--- src/rtl/instr_fetch_issue.sv ---
// instr_fetch_issue: holds the PC, reads 32-bit words from a synchronous
// instruction memory and issues them to the ALU stage.
//
// Handshake: a fetched word waits in ISSUE and transfers on the first edge
// where stall is low (stall acts as "downstream not ready"). The transfer is
// announced by alu, high for exactly the one cycle after the transfer edge.
// instruction and pc_out change only on a transfer edge, so they are stable
// while alu is high and hold until the next transfer.
module instr_fetch_issue #(
    parameter int unsigned     PC_W      = 10,
    parameter logic [PC_W-1:0] RESET_PC  = '0,
    parameter logic [31:0]     HALT_WORD = 32'hFFFF_FFFF
) (
    input  logic            clk,
    input  logic            rst,
    input  logic            start,
    input  logic            stall,
    input  logic            redirect_valid,
    input  logic [PC_W-1:0] redirect_pc,
    output logic            imem_en,
    output logic [PC_W-1:0] imem_addr,
    input  logic [31:0]     imem_rdata,
    output logic [31:0]     instruction,
    output logic            alu,
    output logic [PC_W-1:0] pc_out,
    output logic            halted,
    output logic [31:0]     issued_cnt
);

    typedef enum logic [2:0] {
        S_IDLE,
        S_FETCH,
        S_WAIT,
        S_ISSUE,
        S_HALT
    } state_t;

    state_t          state;
    logic [PC_W-1:0] pc;
    logic [31:0]     buffer;

    // The read address is the PC register itself, so it is already registered.
    assign imem_addr = pc;

    // Fetch/issue sequencer; every output is updated here so all are registered.
    always_ff @(posedge clk) begin
        if (rst) begin
            state       <= S_IDLE;
            pc          <= RESET_PC;
            buffer      <= '0;
            imem_en     <= 1'b0;
            instruction <= '0;
            alu         <= 1'b0;
            pc_out      <= '0;
            halted      <= 1'b0;
            issued_cnt  <= '0;
        end else begin
            // alu is a strobe: it only survives the cycle after an issue edge.
            alu <= 1'b0;
            case (state)
                S_IDLE: begin
                    if (start) begin
                        pc      <= RESET_PC;
                        state   <= S_FETCH;
                        imem_en <= 1'b1;
                    end
                end
                S_FETCH: begin
                    if (redirect_valid) begin
                        // The read launched this cycle is simply never captured.
                        pc      <= redirect_pc;
                        imem_en <= 1'b1;
                    end else begin
                        state   <= S_WAIT;
                        imem_en <= 1'b0;
                    end
                end
                S_WAIT: begin
                    if (redirect_valid) begin
                        // Redirect beats a halt word arriving in the same cycle.
                        pc      <= redirect_pc;
                        state   <= S_FETCH;
                        imem_en <= 1'b1;
                    end else if (imem_rdata == HALT_WORD) begin
                        state  <= S_HALT;
                        halted <= 1'b1;
                    end else begin
                        buffer <= imem_rdata;
                        state  <= S_ISSUE;
                    end
                end
                S_ISSUE: begin
                    if (redirect_valid) begin
                        // Buffered word is dropped; no strobe, outputs keep old word.
                        pc      <= redirect_pc;
                        state   <= S_FETCH;
                        imem_en <= 1'b1;
                    end else if (!stall) begin
                        instruction <= buffer;
                        pc_out      <= pc;
                        alu         <= 1'b1;
                        issued_cnt  <= issued_cnt + 32'd1;
                        pc          <= pc + PC_W'(1);
                        state       <= S_FETCH;
                        imem_en     <= 1'b1;
                    end
                end
                S_HALT: begin
                    halted <= 1'b1;
                end
                default: begin
                    state   <= S_IDLE;
                    imem_en <= 1'b0;
                end
            endcase
        end
    end

endmodule

--- config.mk ---
export PLATFORM = sky130hd
export DESIGN_NAME = instr_fetch_issue
export DESIGN_NICKNAME = d
export VERILOG_FILES = /design/src/rtl/instr_fetch_issue.sv
export SDC_FILE = /design/constraint.sdc
export NUM_CORES = 1
export LEC_CHECK = 0
export CORE_MARGIN = 5
export CORE_UTILIZATION = 40
export DETAILED_ROUTE_END_ITERATION = 8
export PLACE_DENSITY = 0.74
export SETUP_SLACK_MARGIN = 0.1
export SLEW_MARGIN = 25
export SYNTH_ARGS = -nofsm -noshare
export SYNTH_HDL_FRONTEND = slang
export SYNTH_SLANG_ARGS = --single-unit
--- constraint.sdc ---
create_clock -name clk -period 2.7 [get_ports clk]
set_input_delay 0.675 -clock clk [delete_from_list [all_inputs] [get_ports clk]]
set_output_delay 0.675 -clock clk [all_outputs]
set_load 0.005 [all_outputs]
==> flow_metrics.py, run 1 <==
metrics = {
    "timing": {
        "fin_crit_ns": 2.397,
        "setup-violations-final": 0,
        "relSlewSlack": 0.4636,
        "period_share": 0.8879,
        "rsz0062_at_grt": "no",
        "fmax_mhz": 417.1,
        "finalHoldViolCount": 0,
        "worst_pin_slew_ns": 0.8046,
        "maxSlewViolCount": 0,
        "finalClockSkew_ns": 0.006127,
    },
    "grt": {
        "grt_usage": 0.1865,
        "grt_overflow": 0,
        "grt_max_degree": 80,
        "antenna_found_initial": 0,
        "grt_pass1_vias": 5149,
        "grt_pass1_wl_mm": 24.82,
    },
    "setup_path": {
        "cp-end-kind": "flop",
        "cp_slowest_stage_delay_ns": 0.88,
        "worstPathArrival_ns": 2.69,
        "critical_path.max_fanout": 28,
        "regToRegSetupSlack_ns": 0.30,
        "path_cells": "nand4_1, or4_1, nor4_1, mux2_1",
        "worstSetupStartpointType": "flop",
        "required_ns": 2.99,
        "critPathKind": "reg -> reg",
        "slowest_stage": "or4_1",
    },
    "route": {
        "wl_per_cell_microns": 15.64,
        "vias": 5241,
        "via_per_inst": 5.409,
        "ant_nets": 0,
        "wirelength_mm": 15.16,
        "drc": 0,
        "drt_first_pass_iters": 7,
        "drt_iter0_markers": 320,
    },
    "clocking": {
        "h-tree-depth": 4,
        "cts_sinks": 122,
        "root_buffer": "clkbuf_16",
        "cts-resized-gates": 0,
        "clkTransAtPathRegs_ns": 0.05,
        "cts_tree": "done",
        "cts_hold_buffers": 0,
        "cts_setup_buffers": 0,
        "insertion_delay_ns": 0.41,
        "clockBufferDepth": 2,
        "numCtsBuffers": 17,
    },
    "run": {
        "cap_violations": 0,
    },
    "logic_synthesis": {
        "synth_top_family_by_area": "simple AND/OR/NAND/NOR gates",
        "syn_area_sq_um": 5522,
        "synth_edf_count": 0,
        "yosys-top-cells-count": "122 x dfxtp_1, 99 x nand2_1, 74 x a21oi_1",
        "synthXorXnorAreaFrac": 0.01428,
        "synth_fa_ha_area_frac": 0.004532,
        "ys_ff_latch": 122,
        "synthTopCellsByArea": "dfxtp_1 44%, nand2b_1 8.0%, nand2_1 6.7%",
        "ys_seq_area_frac": 0.4423,
        "yosysTopAreaCellShare": 0.4423,
        "syn_avg_cell_area_sq_um": 8.495,
        "yosysMostFrequentCell": "dfxtp_1",
        "synth_simple_gate_area_frac": 0.2799,
        "synth_nets": 699,
        "ys_async_sr_fraction": 0,
        "yosys.area.top_type": "dfxtp_1",
        "synth_cell_type_count": 55,
        "syn_inst": 650,
        "synthFlopType": "dfxtp_1",
        "synth_mux_area_frac": 0.06209,
        "synth_compound_area_frac": 0.1514,
        "yosys_warnings": 0,
    },
    "power_and_ir_drop": {
        "p_total_uw": 4422,
        "p_leak_uw": 0.002567,
        "p_comb_frac": 0.079,
        "power_density_nw_per_um2": 574.6,
        "switching_share": 0.2229,
        "switchingPower_uw": 985.8,
        "p_int_uw": 3436,
        "vdd_drop_max_v": 0.0003441,
        "clkPwrFrac": 0.499,
        "seqPwrFrac": 0.422,
    },
    "floorplanning": {
        "dieWidth_microns": 127.5,
        "start_util": 0.4025,
        "fp-row-count": 43,
        "top_level_ports": 134,
        "die_height_microns": 127.5,
        "dieArea_sq_um": 16250,
        "core_sq_um": 13720,
    },
    "placed_design": {
        "gp_congestion": 0.8690,
        "dp_hpwl_mm": 10.39,
        "dp.cells": 937,
        "dpl-instance-area_sq_um": 7121,
        "portBuffers": 133,
    },
    "finish": {
        "fin_nets": 825,
        "fin_area_sq_um": 7696,
        "n_antenna_cell": 0,
        "synthToLayoutAreaGrowth_pct": 39.38,
        "fin_cells": 969,
        "fillers": 1221,
        "layout-drive-gt1-share": 0.07351,
    },
    "worst_hold_path": {
        "hold_class": "reg -> reg",
    },
    "status": {
        "status": "completed",
    },
}
-- per-layer routing --
metal  up-vias  part of all wire  wire, microns  track usage
met1      2467              0.44           6744       0.2364
met2       195              0.47           7131       0.3001
met3        32             0.066            998      0.05184
met4         0             0.019            286      0.07508
met5         -                 0              0            0
li1       2547                 -              -            -
-- kinds of logic (layout without fill, tap and decap cells) --
group | count (synthesis) | count (layout)
AO/OA/AOI/OAI | 134 | 134
XOR/XNOR | 9 | 9
adder cells (fa/ha/maj) | 2 | 2
buffers and inverters | 63 | 202
flip-flops | 122 | 122
multiplexers | 34 | 34
AND/OR/NAND/NOR | 286 | 286
-- power by group through the flow --
| stage | Clock (uW) | Sequential (uW) | Combinational [uW] |
|---|---|---|---|
| after detailed placement | 0 | 1900 | 343 |
| after global routing | 2350 | 1870 | 376 |
| after floorplan | 0 | 1890 | 176 |
| after CTS | 2240 | 1860 | 347 |
| final | 2210 | 1860 | 350 |
| after global placement | 0 | 1900 | 335 |
-- stage by stage --
| stage | setup TNS [ns] | hold slack, ns | setup slack [ns] | utilization |
|---|---|---|---|---|
| detailed placement | -0.06914 | 0.4434 | -0.02150 | 0.5190 |
| global placement | 0 | 0.4390 | 0.009904 | 0.5190 |
| CTS | 0 | 0.4554 | 0.3195 | 0.5610 |
| finish | 0 | 0.4500 | 0.3027 | 0.5610 |
| global route | 0 | 0.4729 | 0.1734 | 0.5610 |
| floorplan | 0 | 0.4323 | 0.5171 | - |
-- worst paths after layout --
path,startpoint,endpoint,depth (start not counted)
setup / recovery,issued_cnt[7],issued_cnt[28],4
hold / removal,buffer[24],instruction[24],2
setup reg to reg,issued_cnt[7],issued_cnt[28],4
hold reg to reg,buffer[24],instruction[24],2
-- critical path: cells and delay by family, from the launching register on --
kind,cells,cell delay (ns)
multiplexers,1,0.35
AND/OR/NAND/NOR,3,1.49
flip-flops,1,0.43
-- sequential cells by signal (all words and copies together) (netlist names) --
signal,cells
halted,1
alu,1
imem_en,1
buffer,32
imem_addr,10
issued_cnt,32
instruction,32
pc_out,10
state,3
-- placed cells by master (no fill, tap or decap), drive strengths merged, types with 3 or more instances in the layout --
cell and count:
xor2 6, nand2b 71, mux2i 32, or3 5, and3b 3, nand3 12, o31ai 15, clkinv 3
buf 26, a21oi 74, o32ai 7, o21ai 7, nor2b 6, a221oi 4, and3 7, nor3b 4
clkbuf 25, nand4 20, a211oi 11, dfxtp 122, nor4 7, and4 6, nor3 4, or4 16
inv 12, clkdlybuf4s50 132, xnor2 3, a21o 3, nor2 20, nand2 99
-- area by class of cell --
| cell class | count | area [sq um] | area share |
|---|---|---|---|
| clock buffers | 25 | 485.5 | 0.06308 |
| clock inverters | 7 | 90.09 | 0.01171 |
| inverters | 12 | 45.04 | 0.005853 |
| multi-input cells | 465 | 2841 | 0.3692 |
| flip-flops and latches | 122 | 2442 | 0.3173 |
| well taps | 180 | 225.2 | 0.02926 |
| repair buffers | 158 | 1567 | 0.2035 |
Power figures use the tool's default switching activity.
==> run 2: changes to the inputs <==
--- a/config.mk
+++ b/config.mk
@@ -10,6 +10,7 @@
 export DETAILED_ROUTE_END_ITERATION = 8
 export PLACE_DENSITY = 0.74
 export SETUP_SLACK_MARGIN = 0.1
+export SKIP_LAST_GASP = 1
 export SLEW_MARGIN = 25
 export SYNTH_ARGS = -nofsm -noshare
 export SYNTH_HDL_FRONTEND = slang
==> results of run 2 <==
No change in the layout: final DEF, timing and power equal those of run 1.
